<file path="config.mk">
export PLATFORM = sky130hd
export DESIGN_NAME = pdp8_tt_fifo
export DESIGN_NICKNAME = d
export VERILOG_FILES = /design/src/rtl/pdp8_tt_fifo.sv
export SDC_FILE = /design/constraint.sdc
export NUM_CORES = 1
export LEC_CHECK = 0
export ABC_AREA = 1
export BUFFER_PORTS_ARGS = -buffer_cell sky130_fd_sc_hd__buf_2
export CAP_MARGIN = 0
export CORE_ASPECT_RATIO = 1.25
export CORE_MARGIN = 3
export CORE_UTILIZATION = 30
export CTS_BUF_LIST = sky130_fd_sc_hd__clkbuf_8
export CTS_CLUSTER_SIZE = 10
export DETAILED_ROUTE_END_ITERATION = 6
export PLACE_DENSITY_LB_ADDON = 0.05
export SLEW_MARGIN = 20
export SYNTH_ARGS = -nofsm -noshare
export SYNTH_HDL_FRONTEND = slang
export SYNTH_HIERARCHICAL = 1
export SYNTH_SLANG_ARGS = --single-unit
</file>
<file path="constraint.sdc">
create_clock -name clk -period 4.55 [get_ports clk]
set_clock_uncertainty 0.05 [all_clocks]
set_input_delay 0 -clock clk [delete_from_list [all_inputs] [get_ports clk]]
set_output_delay 0 -clock clk [all_outputs]
set_load 0.01 [all_outputs]
</file>
<file path="src/rtl/pdp8_tt_fifo.sv">
// PDP-8 console teleprinter/keyboard: KL8-style IOT decode in front of RX/TX byte FIFOs.
// Latency: io_* outputs are combinational; FIFO and flag effects land on the edge ending F1.
// Backpressure: rx_ready drops while the RX FIFO is full; CPU pushes to a full TX FIFO are dropped and flagged.

module pdp8_tt_fifo_buf #(
    parameter int AW = 4
) (
    input  logic          clk,
    input  logic          reset,
    input  logic          push_i,
    input  logic [7:0]    din_i,
    input  logic          pop_i,
    output logic [7:0]    head_o,
    output logic          empty_o,
    output logic          full_o,
    output logic [AW:0]   count_o,
    output logic          push_acc_o,
    output logic          pop_acc_o
);
    localparam int DEPTH = 1 << AW;

    logic [7:0]    mem_q [DEPTH];
    logic [AW-1:0] wr_ptr_q, rd_ptr_q;
    logic [AW:0]   count_q, count_d;

    assign empty_o    = (count_q == '0);
    assign full_o     = (count_q == (AW+1)'(DEPTH));
    // A pop on an empty FIFO is ignored; a push into a full FIFO only fits if a pop frees a slot.
    assign pop_acc_o  = pop_i && !empty_o;
    assign push_acc_o = push_i && (!full_o || pop_acc_o);
    assign head_o     = empty_o ? 8'h00 : mem_q[rd_ptr_q];
    assign count_o    = count_q;

    // Occupancy next state: unchanged when push and pop are both accepted.
    always_comb begin
        count_d = count_q;
        if (push_acc_o && !pop_acc_o) begin
            count_d = count_q + (AW+1)'(1);
        end else if (!push_acc_o && pop_acc_o) begin
            count_d = count_q - (AW+1)'(1);
        end
    end

    // Pointers and occupancy; pointers wrap naturally at DEPTH.
    always_ff @(posedge clk) begin
        if (reset) begin
            wr_ptr_q <= '0;
            rd_ptr_q <= '0;
            count_q  <= '0;
        end else begin
            if (push_acc_o) wr_ptr_q <= wr_ptr_q + AW'(1);
            if (pop_acc_o)  rd_ptr_q <= rd_ptr_q + AW'(1);
            count_q <= count_d;
        end
    end

    // Storage array, no reset needed since occupancy gates every read.
    always_ff @(posedge clk) begin
        if (push_acc_o) mem_q[wr_ptr_q] <= din_i;
    end
endmodule

module pdp8_tt_fifo #(
    parameter logic [5:0] RX_DEV    = 6'o03,
    parameter logic [5:0] TX_DEV    = 6'o04,
    parameter int         FIFO_AW   = 4,
    parameter int         MARK_BIT7 = 1
) (
    input  logic               clk,
    input  logic               reset,
    input  logic               iot,
    input  logic [3:0]         state,
    input  logic [11:0]        mb,
    input  logic [5:0]         io_select,
    input  logic [11:0]        io_data_in,
    output logic [11:0]        io_data_out,
    output logic               io_selected,
    output logic               io_skip,
    output logic               io_interrupt,
    output logic               io_data_avail,
    output logic [7:0]         tx_data,
    output logic               tx_valid,
    input  logic               tx_ready,
    input  logic [7:0]         rx_data,
    input  logic               rx_valid,
    output logic               rx_ready,
    output logic               tx_overflow,
    output logic [FIFO_AW:0]   rx_count,
    output logic [FIFO_AW:0]   tx_count
);
    localparam logic [3:0] F1 = 4'b0001;

    logic       decode, rx_sel, tx_sel, kie, tsk;
    logic       rx_cpu_pop, tx_cpu_push, tx_clr;
    logic       rx_empty, rx_full, rx_flag, rx_push_acc, rx_pop_acc;
    logic       tx_empty, tx_full, tx_push_acc, tx_pop_acc;
    logic [7:0] rx_head, rx_head_mk;
    logic       tx_flag_q, int_en_q, tx_overflow_q, push_pend_q;
    logic       unused_ok;

    assign unused_ok = ^{mb[11:3], rx_push_acc, rx_pop_acc};

    // IOT decode; RX device takes priority if both codes are configured equal.
    assign decode      = iot && (state == F1);
    assign rx_sel      = decode && (io_select == RX_DEV);
    assign tx_sel      = decode && (io_select == TX_DEV) && !rx_sel;
    assign kie         = rx_sel && (mb[2:0] == 3'b101);
    assign tsk         = tx_sel && (mb[2:0] == 3'b101);
    assign rx_cpu_pop  = rx_sel && !kie && mb[1];
    assign tx_cpu_push = tx_sel && !tsk && mb[2];
    assign tx_clr      = tx_sel && !tsk && mb[1];

    pdp8_tt_fifo_buf #(.AW(FIFO_AW)) u_rx (
        .clk(clk), .reset(reset),
        .push_i(rx_valid && rx_ready), .din_i(rx_data), .pop_i(rx_cpu_pop),
        .head_o(rx_head), .empty_o(rx_empty), .full_o(rx_full), .count_o(rx_count),
        .push_acc_o(rx_push_acc), .pop_acc_o(rx_pop_acc)
    );

    pdp8_tt_fifo_buf #(.AW(FIFO_AW)) u_tx (
        .clk(clk), .reset(reset),
        .push_i(tx_cpu_push), .din_i(io_data_in[7:0]), .pop_i(tx_ready),
        .head_o(tx_data), .empty_o(tx_empty), .full_o(tx_full), .count_o(tx_count),
        .push_acc_o(tx_push_acc), .pop_acc_o(tx_pop_acc)
    );

    assign rx_ready      = !rx_full;
    assign tx_valid      = !tx_empty;
    assign rx_flag       = !rx_empty;
    assign rx_head_mk    = rx_empty ? 8'h00 : ((MARK_BIT7 != 0) ? (rx_head | 8'h80) : rx_head);
    assign io_interrupt  = int_en_q && (rx_flag || tx_flag_q);
    assign io_data_avail = 1'b1;
    assign tx_overflow   = tx_overflow_q;

    // IOT bus response: pass AC through unless the keyboard side returns a byte.
    always_comb begin
        io_data_out = io_data_in;
        io_skip     = 1'b0;
        io_selected = 1'b0;
        if (rx_sel) begin
            io_selected = 1'b1;
            if (!kie) begin
                io_skip     = mb[0] && rx_flag;
                io_data_out = mb[2] ? {4'b0000, rx_head_mk} : 12'o0000;
            end
        end else if (tx_sel) begin
            io_selected = 1'b1;
            io_skip     = tsk ? (tx_flag_q || rx_flag) : (mb[0] && tx_flag_q);
        end
    end

    // Printer flag, interrupt enable and sticky overflow; flag set beats flag clear.
    always_ff @(posedge clk) begin
        if (reset) begin
            tx_flag_q     <= 1'b0;
            int_en_q      <= 1'b1;
            tx_overflow_q <= 1'b0;
            push_pend_q   <= 1'b0;
        end else begin
            push_pend_q <= tx_cpu_push;
            if (tx_pop_acc || (push_pend_q && !tx_full)) begin
                tx_flag_q <= 1'b1;
            end else if (tx_clr) begin
                tx_flag_q <= 1'b0;
            end
            if (kie) int_en_q <= io_data_in[0];
            if (tx_cpu_push && !tx_push_acc) tx_overflow_q <= 1'b1;
        end
    end
endmodule

</file>
==> run summary, run 1 <==
=================================================================================
Minimum clock period ...............................................      3770 ps
Critical-path cell list ............................................ dlygate4sd3_1 -> buf_2 -> nor2_2 -> dlygate4sd3_1 -> nand4_4 -> dlygate4sd3_1 -> nor2_8 -> inv_2 -> nor2_1 -> inv_1 -> nand4_1 -> nand2_1 -> inv_1 -> ha_1 -> inv_1 -> ha_1 -> or2_2 -> nand2_1 -> nand2b_1 -> nand2_1 -> nand2_1 -> a21oi_1
Post-Route Setup TNS ...............................................         0 ps
Syn nets ...........................................................         1218
Worst-case headroom to the max-slew limit ..........................        43.0%
Power density over the cells .......................................   466 nW/um2
Reg-to-reg setup timing slack ......................................      1910 ps
Total CTS buffers ..................................................           49
Final max-slew violation count .....................................            0
Standard cell area after detailed placement ........................    12900 um2
Count of hold-fix buffers inserted at cts ..........................           29
Count of buffers added by post-CTS timing repair for setup .........            0
Type of destination of the critical path ...........................         flop
Source of the worst register-to-register timing path ............... u_rx/count_o[0]$_SDFFE_PP0P_
CP required ........................................................      5000 ps
Synthesized area per cell ..........................................     10.6 um2
Post-synthesis to final-layout area growth .........................        15.6%
Die height .........................................................       232 um
Data arrival at the endpoint of the critical path ..................      4220 ps
Maximum capacitance violations .....................................            0
Setup repair after global routing missed its margin ................           no
Detailed-route wire length .........................................      31.6 mm
CTS H-tree depth ...................................................            2
Crit Path Class .................................................... input pin to flop
Number of primary I/O pins .........................................           84
Layout net count ...................................................         1329
Initial DRC count ..................................................          293
Count of cells along the worst register-to-register path ...........           15
Peak ir drop on the vdd network ....................................     0.218 mV
DRC violations left ................................................            0
Capture point of the critical path ................................. u_rx/count_o[4]$_SDFFE_PP0P_
Status .............................................................    completed
CTS-repair resized insts ...........................................            0
Maximum buffer depth of the clock tree .............................            3
Area inside the core boundary ......................................    40100 um2
Maximum number of pins on one net before global-route repair .......           56
Number of buffer cells added on primary ports ......................           72
Number of diodes added for antenna fixing ..........................            0
Part of the cycle the worst path needs .............................        82.9%
Initial cell density of the core ...................................        30.4%
Cell with the largest stage delay on the worst path ................ dlygate4sd3_1
Syn. warnings ......................................................            6
Reg-to-reg endpoint ................................................ u_rx/count_o[4]$_SDFFE_PP0P_
Overall die width ..................................................       186 um
GPL Wtd Cong .......................................................        0.776
Maximum clock frequency ............................................    0.265 GHz
Number of global-route vias before repair ..........................         8303
Initial antenna violation count ....................................            0
Cell repeated most along the worst path ............................      nand2_1
Clock latency of the later-clocked register in the worst-skew pair .       590 ps
Final number of hold-violating endpoints ...........................            0
Count of standard-cell rows ........................................           82
Cell at the root of the clock tree .................................     clkbuf_8
Routed len/inst ....................................................      17.1 um
CTS tree ...........................................................          yes
Launch point of the worst path .....................................     state[2]
Design Area, Final .................................................    14100 um2
Proportion of layout cells with a drive suffix above 1 .............        14.5%
Worst hold path class .............................................. input pin to flop
Global-route wire length before repair .............................      48.6 mm
Via density per instance ...........................................         4.40
Clock slew seen by the registers of the worst setup and hold paths .        60 ps
Number of nets still failing antenna checks after routing ..........            0
Gate Count Post-Synth ..............................................         1151
Overall die area ...................................................    43200 um2
Largest stage delay, worst path ....................................       630 ps
Remaining Overflow, GRT ............................................            0
Clock sink count ...................................................          278
Worst-Margin Slew ..................................................       855 ps
Leakage power ......................................................      5.49 nW
Startpoint type of the worst setup path ............................    input pin
GRT Overall Usage ..................................................        14.7%
Final setup viols ..................................................            0
HPWL reported at the end of detailed placement .....................      20.3 mm
First drt pass iteration count .....................................            5
Maximum fanout encountered on the critical timing path .............            7
Total standard cell area after synthesis ...........................    12200 um2
Vias ...............................................................         8122
=================================================================================
-- where the power goes --
part           switching (mW)  total (mW)  internal, mW
sequential             0.0736        2.93          2.85
clock                    1.01        2.16          1.15
combinational            1.01        1.49         0.478
-- cell usage in the layout (no fill, tap or decap), drive strengths merged, types with 4 or more instances in the layout --
cell         count
nand3          198
buf             82
nor2            70
inv             84
xor2            10
o21ai           24
nand2          386
ha              18
dlygate4sd3     29
edfxtp         240
clkbuf          58
clkinv           5
dfxtp           38
a21oi           40
nand4            4
-- critical path, delay by kind of cell --
kind            cells  cell delay, ps
compound gates      1             110
fa+ha+maj           2             530
buf+inv             8            2340
simple gates       11            1220
-- cell type report --
cell class,count,area [um2]
Clock buffer,58,798
Clock inverter,30,129
Fill cell,4101,26000
Inverter,60,225
Multi-Input combinational cell,762,3590
Sequential cell,278,7970
Tap cell,546,683
Timing Repair Buffer,111,726
-- how the worst min path moves through the flow --
stage	from	to	slack [ps]	depth (start not counted)
finish	io_select[4]	u_rx/rd_ptr_q[0]$_SDFFE_PP0N_	120	9
global route	io_select[4]	u_rx/rd_ptr_q[2]$_SDFFE_PP0N_	140	10
CTS	io_select[3]	u_rx/rd_ptr_q[0]$_SDFFE_PP0N_	80	9
detailed placement	io_data_in[9]	io_data_out[9]	220	4
global placement	io_data_in[8]	io_data_out[8]	220	4
floorplan	reset	tx_flag_q$_SDFFE_PP0P_	20	1
-- sequential cells by signal, indices dropped and copies added (netlist names), named ones only --
signal and cells:
u_rx/mem_q 112, u_rx/count_o 5, u_tx/rd_ptr_q 4, u_rx/rd_ptr_q 4, u_tx/count_o 5, push_pend_q 1, u_rx/wr_ptr_q 4, int_en_q 1
tx_overflow 1, u_tx/mem_q 128, tx_flag_q 1, u_tx/wr_ptr_q 4
-- per-stage QoR --
step	instances	utilization [%]	worst slack, ps	hold WS (ps)	power [mW]
2_1_floorplan	1151	-	2230	19.1	3.99
3_3_place_gp	1728	32.2	1780	225	4.47
3_5_place_dp	1728	32.2	1740	225	4.48
4_1_cts	1845	35.2	795	75.8	6.73
5_1_grt	1845	35.2	498	143	7.01
6_report	1845	35.2	779	125	6.58
-- routing by layer --
| layer | share of wire [%] | GRT usage (%) | vias to the layer above |
|---|---|---|---|
| met5 | 0 | 0 | - |
| met4 | 1.8 | 4.25 | 0 |
| met3 | 3.6 | 2.66 | 41 |
| met2 | 52 | 27.2 | 130 |
| met1 | 43 | 17.4 | 3812 |
| li1 | - | - | 4139 |
No activity file was read; power rests on OpenSTA's default activity.
==> inputs of run 2 (changes only) <==
- clock period: 4.55 -> 3.18 ns (I/O delays scaled with it)
==> run 2 against run 1 <==
Against the previous run:
- count of clock-buffer cells in the layout shrank 6
- highest routed layer unchanged
- hold slack gained 16 ps
- critical path depth shrank 15
- final cell count grew 1.2%
- via count grew 1.6%
- first-iteration DRC count grew 14%
- worst setup slack lost 420 ps
==> run summary, run 2 (synthesis results as in run 1) <==
=================================================================================
Worst-Margin Slew ..................................................       751 ps   -105 ps
Critical-path cell list ............................................ nor2_1 -> nand3_1 -> clkinv_1 -> nor2_1 -> nand2_1 -> o21ai_2 -> buf_2
Fraction of power consumed by sequential logic .....................        44.9%   +0.4 points
Clock latency of the later-clocked register in the worst-skew pair .       570 ps   -20 ps
Clock slew seen by the registers of the worst setup and hold paths .        50 ps   about the same
Final max-slew violation count .....................................            0   unchanged
Overall die width ..................................................       186 um   unchanged
Routed len/inst ....................................................      17.1 um   -0.33%
HPWL reported at the end of detailed placement .....................      20.3 mm   about the same
Number of nets still failing antenna checks after routing ..........            0   unchanged
Initial cell density of the core ...................................        30.4%   unchanged
Type of destination of the critical path ........................... primary output
Area taken by multi-input logic gates ..............................     3590 um2   unchanged
Overall die area ...................................................    43200 um2   unchanged
Initial antenna violation count ....................................            0   unchanged
Status .............................................................    completed
Startpoint type of the worst setup path ............................         flop
Clock sink count ...................................................          278   unchanged
Part of the cycle the worst path needs .............................        88.8%
Launch point of the worst path ..................................... u_rx/count_o[0]$_SDFFE_PP0P_
Cell with the largest stage delay on the worst path ................       nor2_1
Remaining Overflow, GRT ............................................            0   unchanged
Cell at the root of the clock tree .................................     clkbuf_8
CTS H-tree depth ...................................................            2   unchanged
Register with the most flip-flops ..................................   u_tx/mem_q
Number of primary I/O pins .........................................           84   unchanged
Area inside the core boundary ......................................    40100 um2   unchanged
Clock network power share ..........................................        32.1%   -0.8 points
Peak ir drop on the vdd network ....................................     0.372 mV   +71%
Number of diodes added for antenna fixing ..........................            0   unchanged
First drt pass iteration count .....................................            5   unchanged
Power density over the cells .......................................   653 nW/um2   +40%
Net switching power of the design ..................................      2.98 mW   +42%
Final setup viols ..................................................            0   unchanged
Die height .........................................................       232 um   unchanged
Maximum clock frequency ............................................    0.354 GHz
Final number of hold-violating endpoints ...........................            0   unchanged
Switching part of the total ........................................        32.0%   +0.12 points
Largest stage delay, worst path ....................................       560 ps   -70 ps
Number of flip-flops under the largest register name ...............          128   unchanged
Source of the worst register-to-register timing path ............... u_rx/count_o[0]$_SDFFE_PP0P_
Post-synthesis to final-layout area growth .........................        16.9%
Total CTS buffers ..................................................           48   -2.0%
Number of buffer cells added on primary ports ......................           72   unchanged
Number of buffer and inverter instances along the worst setup path .            2   -6
DRC violations left ................................................            0   unchanged
Crit Path Class .................................................... flop to primary output
Global-route wire length before repair .............................      49.0 mm   +0.98%
Leakage power ......................................................      5.59 nW   +1.9%
Register area ......................................................     7970 um2   unchanged
Count of buffers added by post-CTS timing repair for setup .........            0   unchanged
GRT Overall Usage ..................................................        14.7%   +0.063 points
Final-layout fill cell count .......................................         4108   +0.17%
Hold_sp ............................................................     state[3]
Layout net count ...................................................         1352   +1.7%
CP required ........................................................      3130 ps   -1870 ps
Data arrival at the endpoint of the critical path ..................      2770 ps   -1450 ps
Number of global-route vias before repair ..........................         8245   -0.70%
Overall power ......................................................      9.33 mW   +42%
CP top delay family ................................................ simple AND/OR/NAND/NOR gates
Maximum fanout encountered on the critical timing path .............            9   +2
Maximum capacitance violations .....................................            0   unchanged
Cell repeated most along the worst path ............................       nor2_1
Vias ...............................................................         8251   +1.6%
CTS tree ...........................................................          yes
Maximum buffer depth of the clock tree .............................            3   unchanged
Minimum clock period ...............................................      2820 ps
GPL Wtd Cong .......................................................        0.723   -6.8%
Leading cell type in the layout, fill and taps excluded ............      nand2_1
Setup repair after global routing missed its margin ................           no
Proportion of layout cells with a drive suffix above 1 .............        15.6%   +1.1 points
Design internal power ..............................................      6.35 mW   +41%
Count of standard-cell rows ........................................           82   unchanged
Maximum number of pins on one net before global-route repair .......           65   +16%
Via density per instance ...........................................         4.42   +0.34%
Worst hold path class .............................................. input pin to flop
Largest regs ....................................................... u_tx/mem_q: 128 flops, u_rx/mem_q: 112 flops
Initial DRC count ..................................................          335   +14%
Worst-case headroom to the max-slew limit ..........................        50.0%   +7.0 points
Most used cells in the layout excluding fill and tap cells ......... nand2_1, edfxtp_1, nand3_1, buf_2
Combinational fraction of design power .............................        23.0%   +0.4 points
Detailed-route wire length .........................................      31.9 mm   +0.91%
Post-Route Setup TNS ...............................................         0 ps   unchanged
=================================================================================
==> run 2: cell count changes in the layout (fill, tap and decap cells not counted), sizes merged <==
cell	previous run	this run
clkinv	5	14
dlygate4sd3	29	28
clkbuf	58	52
bufinv	0	1
buf	82	107
inv	84	79
==> run 2: area by class of cell <==
cell class              instances  area share [%]
repair buffers                135            6.50
multi-input cells             762            25.1
inverters                      60            1.60
clock buffers                  52            5.01
clock inverters                35            1.13
well taps                     546            4.79
flip-flops and latches        278            55.8
==> run 2: worst reg2reg max path, cell delays in order, from the launching register on <==
cell and delay (ps):
dfxtp_1 370, nor2_1 200, nand2_1 70, nor2_1 140, nor2_1 70, nand2_1 170
inv_1 160, ha_1 250, inv_1 140, ha_1 270, or2_2 290, nand2_1 70
nand2b_1 50, nand2_1 50, nand2_1 50, a21oi_1 110
==> run 2: power groups by stage <==
stage               sequential, mW  combinational, mW  clock (mW)
CTS                           4.19               2.20        3.15
global placement              4.27               2.15           0
global route                  4.20               2.44        3.31
floorplan                     4.26               1.45           0
detailed placement            4.27               2.16           0
finish                        4.19               2.14        3.00
==> run 2: final timing paths <==
check,to,slack [ps],cells past startpoint
hold / removal,flop,140,9
hold reg to reg,u_rx/rd_ptr_q[2]$_SDFFE_PP0N_,440,2
setup / recovery,io_data_out[1],360,7
setup reg to reg,u_rx/count_o[4]$_SDFFE_PP0P_,610,15
==> run 2: through the flow <==
step	worst slack [ps]	utilization (%)	hold slack [ps]	std cells	area [um2]
after floorplan	862	-	19.1	1151	12200
after global placement	486	32.7	224	1753	13100
after detailed placement	496	32.7	225	1753	13100
after CTS	259	35.6	90.9	1868	14300
after global routing	95.9	35.6	173	1868	14300
final	357	35.6	141	1868	14300
==> run 2: metal layers <==
layer  vias to the layer above  part of all wire, %  track usage (%)
met5                         -                    0                0
met4                         0                  2.1             4.28
met3                        48                  3.2             2.54
met2                       122                   52             27.1
met1                      3896                   43             17.7
li1                       4185                    -                -
==> run 2: what timing repair did <==
item	in CTS	in global routing
resized for setup	0	1
setup endpoints to repair	0	7
hold buffers	28	0
endpoints found under the hold margin	273	0
